`src/rtl/aes_io_pkg.sv`:
```
// Shared constants for the AES result readout path: UART defaults, frame
// geometry, serialiser state encoding and the frame byte selector.
package aes_io_pkg;

   localparam int         DEFAULT_CLK_DIV  = 174;
   localparam logic [7:0] DEFAULT_HDR_BYTE = 8'hA5;
   localparam int         FRAME_LEN        = 33;
   localparam int         BYTE_IDX_W       = 6;

   localparam logic [1:0] ST_IDLE      = 2'd0;
   localparam logic [1:0] ST_START_BIT = 2'd1;
   localparam logic [1:0] ST_DATA      = 2'd2;
   localparam logic [1:0] ST_STOP      = 2'd3;

   // {state, cipherkey} as captured at frame start
   typedef logic [255:0] shadow_t;

   // Byte 0 is the header; bytes 1..32 walk the shadow from its MSB down.
   function automatic logic [7:0] frame_byte(input shadow_t                blk,
                                             input logic [BYTE_IDX_W-1:0] idx,
                                             input logic [7:0]            hdr);
      shadow_t sh;
      if (idx == '0 || idx >= BYTE_IDX_W'(FRAME_LEN)) begin
         return hdr;
      end
      sh = blk >> (8 * (FRAME_LEN - 1 - int'(idx)));
      return sh[7:0];
   endfunction

endpackage

```
`src/rtl/uart_tx_byte.sv`:
```
// 8N1 serialiser for one byte; a load on the byte_done cycle chains the next
// byte with no idle gap.
//   state        | meaning
//   ST_IDLE      | line idle high, waiting for load
//   ST_START_BIT | driving the low start bit
//   ST_DATA      | shifting out 8 data bits, LSB first
//   ST_STOP      | driving the high stop bit
module uart_tx_byte
   import aes_io_pkg::*;
#(
   parameter int CLK_DIV = DEFAULT_CLK_DIV
) (
   input  logic       clk,
   input  logic       rst_n,
   input  logic       load,
   input  logic [7:0] data,
   output logic       txd,
   output logic       byte_done
);

   localparam int               CNT_W    = $clog2(CLK_DIV);
   localparam logic [CNT_W-1:0] CNT_LOAD = CNT_W'(CLK_DIV - 1);

   logic [1:0]       r_state;
   logic [CNT_W-1:0] r_cnt;
   logic [2:0]       r_bit_idx;
   logic [7:0]       r_shift;
   logic             r_txd;
   logic             w_cnt_zero;

   assign w_cnt_zero = (r_cnt == '0);
   assign byte_done  = (r_state == ST_STOP) && w_cnt_zero;
   assign txd        = r_txd;

   always_ff @(posedge clk or negedge rst_n) begin
      if (!rst_n) begin
         r_state   <= ST_IDLE;
         r_cnt     <= '0;
         r_bit_idx <= '0;
         r_shift   <= '0;
         r_txd     <= 1'b1;
      end else if (load) begin
         r_state   <= ST_START_BIT;
         r_cnt     <= CNT_LOAD;
         r_bit_idx <= '0;
         r_shift   <= data;
         r_txd     <= 1'b0;
      end else begin
         case (r_state)
            ST_START_BIT: begin
               if (w_cnt_zero) begin
                  r_state <= ST_DATA;
                  r_cnt   <= CNT_LOAD;
                  r_txd   <= r_shift[0];
               end else begin
                  r_cnt <= r_cnt - 1'b1;
               end
            end
            ST_DATA: begin
               if (w_cnt_zero) begin
                  r_cnt <= CNT_LOAD;
                  if (r_bit_idx == 3'd7) begin
                     r_state   <= ST_STOP;
                     r_bit_idx <= '0;
                     r_txd     <= 1'b1;
                  end else begin
                     r_bit_idx <= r_bit_idx + 1'b1;
                     r_shift   <= {1'b0, r_shift[7:1]};
                     r_txd     <= r_shift[1];
                  end
               end else begin
                  r_cnt <= r_cnt - 1'b1;
               end
            end
            ST_STOP: begin
               if (w_cnt_zero) begin
                  r_state <= ST_IDLE;
               end else begin
                  r_cnt <= r_cnt - 1'b1;
               end
            end
            default: begin
               r_state <= ST_IDLE;
               r_txd   <= 1'b1;
            end
         endcase
      end
   end

endmodule

```
`src/rtl/result_uart_tx.sv`:
```
// Sends one 33-byte result frame (header, AES state, AES key) over UART.
// Owns capture, byte sequencing and the ready/busy/done handshake.
module result_uart_tx
   import aes_io_pkg::*;
#(
   parameter int         CLK_DIV  = DEFAULT_CLK_DIV,
   parameter logic [7:0] HDR_BYTE = DEFAULT_HDR_BYTE
) (
   input  logic         clk,
   input  logic         rst_n,
   input  logic         start,
   input  logic [127:0] state,
   input  logic [127:0] cipherkey,
   output logic         ready,
   output logic         busy,
   output logic         done,
   output logic         txd
);

   shadow_t               r_shadow;
   logic [BYTE_IDX_W-1:0] r_byte_idx;
   logic                  r_busy;
   logic                  r_done;

   logic                  w_accept;
   logic                  w_byte_done;
   logic                  w_last;
   logic                  w_load;
   logic [BYTE_IDX_W-1:0] w_next_idx;
   logic [7:0]            w_data;

   assign w_accept   = start && !r_busy;
   assign w_last     = w_byte_done && (r_byte_idx == BYTE_IDX_W'(FRAME_LEN - 1));
   assign w_load     = w_accept || (w_byte_done && !w_last);
   assign w_next_idx = r_byte_idx + 1'b1;
   // Header is sent straight from the parameter so it can leave on the accept edge
   assign w_data     = w_accept ? HDR_BYTE : frame_byte(r_shadow, w_next_idx, HDR_BYTE);

   assign ready = !r_busy;
   assign busy  = r_busy;
   assign done  = r_done;

   always_ff @(posedge clk or negedge rst_n) begin
      if (!rst_n) begin
         r_shadow   <= '0;
         r_byte_idx <= '0;
         r_busy     <= 1'b0;
         r_done     <= 1'b0;
      end else begin
         r_done <= 1'b0;
         if (w_accept) begin
            r_shadow   <= {state, cipherkey};
            r_byte_idx <= '0;
            r_busy     <= 1'b1;
         end else if (w_last) begin
            r_byte_idx <= '0;
            r_busy     <= 1'b0;
            r_done     <= 1'b1;
         end else if (w_byte_done) begin
            r_byte_idx <= w_next_idx;
         end
      end
   end

   uart_tx_byte #(
      .CLK_DIV (CLK_DIV)
   ) u_tx_byte (
      .clk       (clk),
      .rst_n     (rst_n),
      .load      (w_load),
      .data      (w_data),
      .txd       (txd),
      .byte_done (w_byte_done)
   );

endmodule

```
`config.mk`:
```
export PLATFORM = sky130hd
export DESIGN_NAME = result_uart_tx
export DESIGN_NICKNAME = d
export VERILOG_FILES = /design/src/rtl/aes_io_pkg.sv /design/src/rtl/uart_tx_byte.sv /design/src/rtl/result_uart_tx.sv
export SDC_FILE = /design/constraint.sdc
export NUM_CORES = 1
export LEC_CHECK = 0
export CAP_MARGIN = 20
export CORE_AREA = 2 2 236 238
export DETAILED_ROUTE_END_ITERATION = 8
export DIE_AREA = 0 0 238 240
export GPL_ROUTABILITY_DRIVEN = 0
export PLACE_DENSITY = 0.56
export SYNTH_ARGS = -nofsm -noshare
export SYNTH_HDL_FRONTEND = slang
export SYNTH_SLANG_ARGS = --single-unit
```
`constraint.sdc`:
```
create_clock -name clk -period 3 [get_ports clk]
set_clock_uncertainty 0.05 [all_clocks]
set_input_delay 0.45 -clock clk [delete_from_list [all_inputs] [get_ports clk]]
set_output_delay 0.45 -clock clk [all_outputs]
set_load 0.02 [all_outputs]
```
==> impl_metrics.toml, run 1 <==
[logic_synthesis]
synthMostInstantiatedCell = "nand2_1"
synth_top_area_frac = 0.526
syn-num-nets = 1709
synth_async_sr_flop_share = 1.00
syn_area_um2 = 13600
synth_seq_cells = 286
yosys-top-cells-count = "792 x nand2_1, 285 x dfrtp_1, 74 x mux4_2"
synth_top_area_cell = "dfrtp_1"
syn_avg_cell_area_um2 = 9.42
ys_seq_area_frac = 0.528
synthTopCellsByArea = "dfrtp_1 53%, nand2_1 22%, mux4_2 12%"
synthFlopType = "dfrtp_1"
synthCells = 1439
synth_cell_types = 59
synth_warnings = 0
synth_edf_count = 0

[sta]
hold_viol_final = 0
max_freq_ghz = 0.367
slew_viol_final = 0
timing.final.ws_setup_ns = 0.273
setup_viol_count_final = 0
fin_crit_sh = 0.909
rsz0062_at_grt = "false"
fin_setup_tns_ns = 0
hold_ws_ns = 0.391
layout_min_cycle_time_ns = 2.73
tightest_slew_ns = 1.06
slew-limit-headroom = 0.292

[cts]
cts_tree = "built"
clock_path_buffers = 3
cts_sinks = 286
cts_resized = 0
cts_buffers = 35
path_clk_slew_ns = 0.06
root_buffer = "clkbuf_16"
clk-insertion-delay-late_ns = 0.53
cts_max_level = 2

[pwr]
seqPwrFrac = 0.408
powerDensity_nw_per_um2 = 647
p_comb_frac = 0.237
swShare = 0.290
p_switching_mw = 3.41
p_int_mw = 8.34
p_leak_nw = 8.50
vdd_drop_max_mv = 0.288
power.share.clock = 0.355

[grt]
grt_pass1_wl_um = 65600
grt_pass1_vias = 11255
antenna_found_initial = 1
grtUsageTotal = 0.150
grt_start_max_net_pins = 118
overflow = 0

[outcome]
status = "finished, final reports clean"

[die]
num_io_pins = 263
die_y_um = 240
core-area_um2 = 54700
fp-row-count = 86
initial_core_util = 0.248
fp.dieW_um = 238
die_area_um2 = 57100

[critical_path]
worstPathArrival_ns = 3.10
critPathLaunchType = "flop"
critPathMaxStageDelay_ns = 0.48
path_cells = "inv_1, ha_4, buf_4, mux4_2, mux4_2, mux2i_1, o21ai_1, a22o_1"
worstPathMaxFanout = 25
critPathRequiredTime_ns = 3.37
crit_top_cell = "mux4_2"
slowest_stage = "mux4_2"
cp-end-kind = "flop"
critPathKind = "flop to flop"

[finish]
final_layout_size_suffix_gt1_frac = 0.103
finish.utilization = 0.332
insertedDiodeCount = 0
synthToLayoutAreaGrowth_pct = 33.9
nNetsFinal = 1949

[drt]
totalWireLength_um = 42200
viasPerCell = 4.50
ant_nets = 0
drc = 0
drtIter0Drc = 710
avgRoutedWirePerCell_um = 17.6
vias = 10827
first_pass_iters = 5

[min_path]
hold_class = "input pin to flop"

[placement]
io_buffer_count = 262
dp_hpwl_um = 30300
post-place-ws_ns = 0.106

[job]
drv_cap = 0
==> through the flow <==
| step | std cells | total power, mW | instance area, µm² |
|---|---|---|---|
| finish | 2405 | 11.7 | 18100 |
| detailed placement | 2343 | 7.66 | 17000 |
| CTS | 2403 | 11.9 | 18100 |
| global route | 2405 | 12.4 | 18100 |
| global placement | 2343 | 7.60 | 17000 |
| floorplan | 1439 | 6.41 | 13600 |
==> routing by layer <==
| layer | track usage | part of all wire |
|---|---|---|
| met1 | 0.199 | 0.44 |
| met2 | 0.240 | 0.47 |
| met3 | 0.0343 | 0.060 |
| met4 | 0.0540 | 0.033 |
| met5 | 0 | 0.00040 |
==> logic make-up after synthesis <==
group | Yosys count | share of synthesized area
fa+ha+maj | 11 | 0.0102
xor+xnor | 5 | 0.00323
flops | 286 | 0.528
simple gates | 873 | 0.253
compound gates | 81 | 0.0415
mux | 87 | 0.133
buf+inv | 96 | 0.0308
==> sequential cells by signal, summed over array words and instances, names as in the netlist <==
signal / count
u_tx_byte.r_cnt: 8
u_tx_byte.r_bit_idx: 3
busy: 1
u_tx_byte.r_state: 2
r_byte_idx: 6
done: 1
r_shadow: 256
u_tx_byte.txd: 1
u_tx_byte.r_shift: 8
==> power by group through the flow <==
stage | clock network, mW | logic (mW) | registers [mW]
after floorplan | 0 | 1.67 | 4.74
after global placement | 0 | 2.76 | 4.83
after detailed placement | 0 | 2.81 | 4.85
after CTS | 4.34 | 2.82 | 4.79
after global routing | 4.51 | 3.06 | 4.86
final | 4.17 | 2.78 | 4.79
==> final timing paths <==
check / slack (ns) / from / depth (start not counted) / endpoint
worst max-delay path: 0.27 / r_byte_idx[1] / 8 / u_tx_byte.r_shift[7]
worst min-delay path: 0.39 / state[45] / 3 / r_shadow[173]
worst max register to register: 0.27 / r_byte_idx[1] / 8 / u_tx_byte.r_shift[7]
worst min register to register: 0.42 / r_shadow[225] / 2 / r_shadow[225]
max in group asynchronous: 1.57 / rst_n / 3 / r_shadow[91]
min in group asynchronous: 0.44 / rst_n / 2 / r_shadow[129]
==> area by class of cell <==
| type | instances | area (µm²) |
|---|---|---|
| clock buffers | 51 | 1060 |
| clock inverters | 8 | 68.8 |
| fillers | 5617 | 36500 |
| inverters | 11 | 41.3 |
| multi-input cells | 1057 | 6010 |
| flip-flops and latches | 286 | 7160 |
| well taps | 704 | 881 |
| repair buffers | 288 | 2930 |
==> cells in the final DEF, fill, tap and decap left out, drive strengths merged, types with 2 or more instances in the layout <==
master	count
mux2	7
mux4	74
and2	2
o311ai	3
ha	11
inv	11
nand2b	7
xor2	3
a21oi	17
and3	5
mux2i	6
a22o	3
o32a	4
a211oi	4
nor3	11
xnor2	2
nand2	792
clkbuf	51
nor2b	6
nand4	2
clkinv	7
or3	2
a2bb2oi	3
dfrtp	285
a311oi	2
nor4	2
a22oi	5
clkdlybuf4s50	261
or2	2
nor2	35
a32o	2
o31ai	6
buf	26
a31oi	8
o21ai	16
==> critical path, delay by kind of cell (launching register included) <==
family                   cells  cell delay, ns
AO/OA/AOI/OAI                2            0.28
adder cells (fa/ha/maj)      1            0.33
buffers and inverters        2            0.50
flip-flops                   1            0.43
multiplexers                 3            1.03
==> timing repair <==
action / CTS / global route
hold buffers: 1 / 0
setup buffers: 0 / 2
hold endpoints to repair: 71 / 0
endpoints found under the setup margin: 0 / 7
Power figures use the tool's default switching activity.
==> run 2: changes to the inputs <==
- CORE_AREA: 2 2 236 238 -> 2 2 173 175
- DIE_AREA: 0 0 238 240 -> 0 0 175 177
- PLACE_DENSITY: 0.56 -> not set
- PLACE_DENSITY_LB_ADDON: not set -> 0.15
==> run 2 against run 1 <==
Against the previous run:
- sequential cell count stayed put
- via count rose by 0.69%
- total power is 4.3% lower
- combinational power decreased by 6%
- sequential power is 1% higher
- register-to-register slack worse by 0.05 ns
- non-clock buffer count increased by 4
- clock power decreased by 8.9%
- design area decreased by 2.5%
- count of clock-buffer cells in the layout shrank 11
- largest cell class unchanged
- global-route usage rose by 9.4 points
==> impl_metrics.toml, run 2 (synthesis gave the netlist of run 1 again) <==
[drt]
drc = 0
vias = 10902
ant_nets = 0
totalWireLength_um = 37000
drtIter0Drc = 1072
viasPerCell = 5.22
first_pass_iters = 5
avgRoutedWirePerCell_um = 17.7

[sta]
fin_crit_sh = 0.926
rsz0062_at_grt = "false"
hold_ws_ns = 0.372
fin_setup_tns_ns = 0
hold_viol_final = 0
setup_viol_count_final = 0
slew_viol_final = 0
tightest_slew_ns = 0.807
layout_min_cycle_time_ns = 2.78
max_freq_ghz = 0.360
slew-limit-headroom = 0.462
timing.final.ws_setup_ns = 0.222

[cts]
path_clk_slew_ns = 0.06
cts_tree = "built"
clk-insertion-delay-late_ns = 0.56
cts_sinks = 286
root_buffer = "clkbuf_16"
cts_max_level = 1
cts_buffers = 29
clock_path_buffers = 3

[critical_path]
path_cells = "buf_4, buf_4, mux4_2, mux4_2, mux2i_1, o21ai_1, a22o_1"
critPathMaxStageDelay_ns = 0.55
worstPathArrival_ns = 3.16
worstPathMaxFanout = 19
cp-end-kind = "flop"
path_buf_inv = 2
r2r_cells = 7
slowest_stage = "mux4_2"
r2r-start = "r_byte_idx[0]"
rrSetupSlack_ns = 0.22
critPathRequiredTime_ns = 3.38
rr_endpoint = "u_tx_byte.r_shift[7]"
critPathLaunchType = "flop"
cp_top_family = "multiplexers"
critical_path.startpoint = "r_byte_idx[0]"
critPathKind = "flop to flop"

[min_path]
hold_class = "input pin to flop"
holdPathEnd = "r_shadow[176]"
min_path_cells = 3
min-delay-start = "state[48]"

[finish]
fillers = 2426
synthToLayoutAreaGrowth_pct = 30.6
largest_reg_flops = 256
layout.cells.most_common = "nand2_1"
nNetsFinal = 1947
top_register = "r_shadow"
reg_top3 = "r_shadow x256, u_tx_byte.r_cnt x8, u_tx_byte.r_shift x8"
final_layout_size_suffix_gt1_frac = 0.104
layout_common_cells = "791 x nand2_1, 284 x dfrtp_1, 261 x clkdlybuf4s50_1, 74 x mux4_2, 31 x nor2_1"
insertedDiodeCount = 0

[die]
die_area_um2 = 31000
fp.dieW_um = 175
die_y_um = 177
initial_core_util = 0.463
fp-row-count = 63
num_io_pins = 263
core-area_um2 = 29200

[pwr]
vdd_drop_max_mv = 0.469
p_leak_nw = 8.47
power.total_mw = 11.2
powerDensity_nw_per_um2 = 635

[grt]
grtUsageTotal = 0.244
antenna_found_initial = 0
grt_start_max_net_pins = 110
grt_pass1_wl_um = 59200
overflow = 0
grt_pass1_vias = 11052

[job]
drv_cap = 0

[placement]
dp_hpwl_um = 27300
post-place-ws_ns = 0.162
io_buffer_count = 262

[outcome]
status = "finished, final reports clean"
## run 2: cell types whose count changed in the layout (fill, tap and decap cells not counted), moves of 2 or more
cell        change
clkbuf_16       -8
bufinv_16       +3
clkinvlp_4      +3
buf_12          +2
buf_4           +2
clkbuf_8        -2
## run 2: report_power, final
| part | total (mW) | internal, mW | switching (mW) |
|---|---|---|---|
| Sequential | 4.84 | 4.44 | 0.400 |
| Combinational | 2.60 | 1.36 | 1.24 |
| Clock | 3.80 | 2.27 | 1.52 |
## run 2: through the flow
stage / util / instance area (µm²) / std cells
global placement: 0.569 / 16600 / 2032
floorplan: - / 13600 / 1439
global route: 0.605 / 17700 / 2090
finish: 0.605 / 17700 / 2090
detailed placement: 0.569 / 16600 / 2032
CTS: 0.604 / 17700 / 2087
## run 2: cell type report
class	count	area, µm²	share of cell area
clock inverters	14	181	0.0102
flip-flops and latches	286	7160	0.405
multi-input cells	1057	6020	0.340
well taps	390	488	0.0276
inverters	11	41.3	0.00233
repair buffers	292	2980	0.168
clock buffers	40	827	0.0467
## run 2: tightest hold or removal path, delay by kind of cell
family,cells,cell delay (ns)
buffers and inverters,1,0.40
AND/OR/NAND/NOR,2,0.10
## run 2: worst max path at each step
| stage | endpoint | cells after the start |
|---|---|---|
| after global placement | u_tx_byte.r_shift[7] | 9 |
| after detailed placement | u_tx_byte.r_shift[6] | 8 |
| final | u_tx_byte.r_shift[7] | 7 |
| after CTS | u_tx_byte.r_shift[6] | 8 |
| after floorplan | u_tx_byte.r_shift[2] | 10 |
| after global routing | u_tx_byte.r_cnt[7] | 8 |
## run 2: what timing repair did
item                                   in CTS  in global routing
endpoints found under the hold margin      75                  0
resized for setup                           0                  1
setup buffers                               0                  3
setup endpoints to repair                   0                  5
hold buffers                                1                  0
## run 2: per-layer routing
| layer | up-vias | GRT usage | share of wire | wire (µm) |
|---|---|---|---|---|
| met2 | 337 | 0.390 | 0.47 | 17600 |
| li1 | 5180 | - | - | - |
| met1 | 5327 | 0.349 | 0.44 | 16300 |
| met4 | 0 | 0.0743 | 0.029 | 1060 |
| met5 | - | 0 | 0 | 0 |
| met3 | 58 | 0.0361 | 0.057 | 2100 |
==> run 3: changes to the inputs <==
- CORE_AREA: 2 2 173 175 -> 2 2 236 238
- DIE_AREA: 0 0 175 177 -> 0 0 238 240
==> run 3 against run 2 <==
Against the previous run:
- register-to-register slack about the same
- via count down 1.2%
- global-route usage is 8.5 points lower
- largest power group unchanged
==> impl_metrics.toml, run 3 (synthesis gave the netlist of run 1 again) <==
[outcome]
status = "finished, final reports clean"

[critical_path]
r2r_cells = 10
critPathLaunchType = "flop"
cp-end-kind = "flop"
r2r-start = "r_byte_idx[0]"
critPathKind = "flop to flop"
worstPathMaxFanout = 11
worstPathArrival_ns = 3.16
critPathRequiredTime_ns = 3.36
critical_path.startpoint = "r_byte_idx[0]"
rr_endpoint = "u_tx_byte.r_shift[5]"
setup.worst_path.end = "u_tx_byte.r_shift[5]"
rrSetupSlack_ns = 0.21

[die]
die_y_um = 240
die_area_um2 = 57100
num_io_pins = 263
fp.dieW_um = 238
initial_core_util = 0.248
fp-row-count = 86
core-area_um2 = 54700

[grt]
overflow = 0
grtUsageTotal = 0.159
antenna_found_initial = 2
grt_pass1_wl_um = 68500
grt_pass1_vias = 11296
grt_start_max_net_pins = 97

[sta]
setup_viol_count_final = 0
max_freq_ghz = 0.358
slew-limit-headroom = 0.572
hold_viol_final = 0
fin_setup_tns_ns = 0
slew_viol_final = 0
tightest_slew_ns = 0.642
fin_crit_sh = 0.931
rsz0062_at_grt = "false"
layout_min_cycle_time_ns = 2.79

[drt]
viasPerCell = 4.46
vias = 10767
ant_nets = 0
totalWireLength_um = 44800
avgRoutedWirePerCell_um = 18.6
drtIter0Drc = 653
first_pass_iters = 5
drc = 0

[pwr]
p_leak_nw = 8.59
powerDensity_nw_per_um2 = 666
power.total_mw = 12.2
vdd_drop_max_mv = 0.325

[cts]
clk-insertion-delay-late_ns = 0.55
clock_path_buffers = 3
post_cts.repair.setup_buffers = 0
cts_max_level = 2
root_buffer = "clkbuf_16"
path_clk_slew_ns = 0.06
cts_buffers = 37
cts_sinks = 286
cts_tree = "built"

[finish]
layout.cells.most_common = "nand2_1"
reg_top3 = "r_shadow x256, u_tx_byte.r_cnt x8, u_tx_byte.r_shift x8"
nNetsFinal = 1954
largest_reg_flops = 256
synthToLayoutAreaGrowth_pct = 35.4
top_register = "r_shadow"
final_cells = 2413
layout_common_cells = "791 x nand2_1, 284 x dfrtp_1, 261 x clkdlybuf4s50_1, 74 x mux4_2, 38 x clkbuf_16"
finish.utilization = 0.336
multi_input_area_um2 = 6030
final_layout_size_suffix_gt1_frac = 0.107
fillers = 5648
seq_area_um2 = 7160

[min_path]
hold_class = "input pin to asynchronous set/reset pin"

[placement]
dp_cells = 2348
dp_hpwl_um = 32400
io_buffer_count = 262

[job]
drv_cap = 0
run 3: how the worst min path moves through the flow:
stage,startpoint,to,slack (ns)
global route,cipherkey[42],r_shadow[42],0.35
finish,rst_n,r_shadow[17],0.38
CTS,cipherkey[42],r_shadow[42],0.34
global placement,rst_n,r_shadow[17],0.40
detailed placement,rst_n,r_shadow[17],0.39
floorplan,rst_n,busy,0.10
run 3: cell type report:
class / count / share of cell area
tap: 704 / 0.0480
timing repair buffer: 291 / 0.161
inverter: 11 / 0.00225
clock buffer: 51 / 0.0577
multi-input combinational: 1057 / 0.328
sequential: 286 / 0.390
clock inverter: 12 / 0.0122
antenna: 1 / 0.000136
run 3: through the flow:
| step | worst slack [ns] | instance area [µm²] | hold WS (ns) |
|---|---|---|---|
| after floorplan | 0.222 | 13600 | 0.104 |
| after global placement | -0.0468 | 17000 | 0.397 |
| after detailed placement | -0.0903 | 17000 | 0.393 |
| after CTS | 0.0419 | 18300 | 0.337 |
| after global routing | 0.0246 | 18400 | 0.352 |
| final | 0.208 | 18400 | 0.377 |
run 3: critical path: stages, from the launching register on:
cell      delay (ns)
dfrtp_4         0.50
inv_1           0.16
ha_4            0.24
nor4bb_1        0.27
a31oi_1         0.11
o221ai_2        0.30
nor2_4          0.13
buf_4           0.22
a211oi_1        0.40
o32a_1          0.24
o31ai_1         0.07
run 3: routing by layer:
| metal | global-route usage | up-vias | wire length, µm |
|---|---|---|---|
| met2 | 0.264 | 245 | 21600 |
| met3 | 0.0301 | 54 | 2180 |
| met1 | 0.210 | 5264 | 19900 |
| met5 | 0 | - | 11 |
| met4 | 0.0491 | 2 | 1040 |
| li1 | - | 5202 | - |
run 3: repair_timing:
item	4_1_cts	5_1_grt
gates resized for setup	1	4
endpoints found under the hold margin	58	0
hold buffers	1	0
setup endpoints to repair	5	7
run 3: where the power goes:
part / internal, mW / leakage [nW] / total (mW) / switching [mW]
registers: 4.44 / 3.56 / 4.81 / 0.373
logic: 1.36 / 4.40 / 2.70 / 1.34
clock network: 2.98 / 0.627 / 4.71 / 1.73
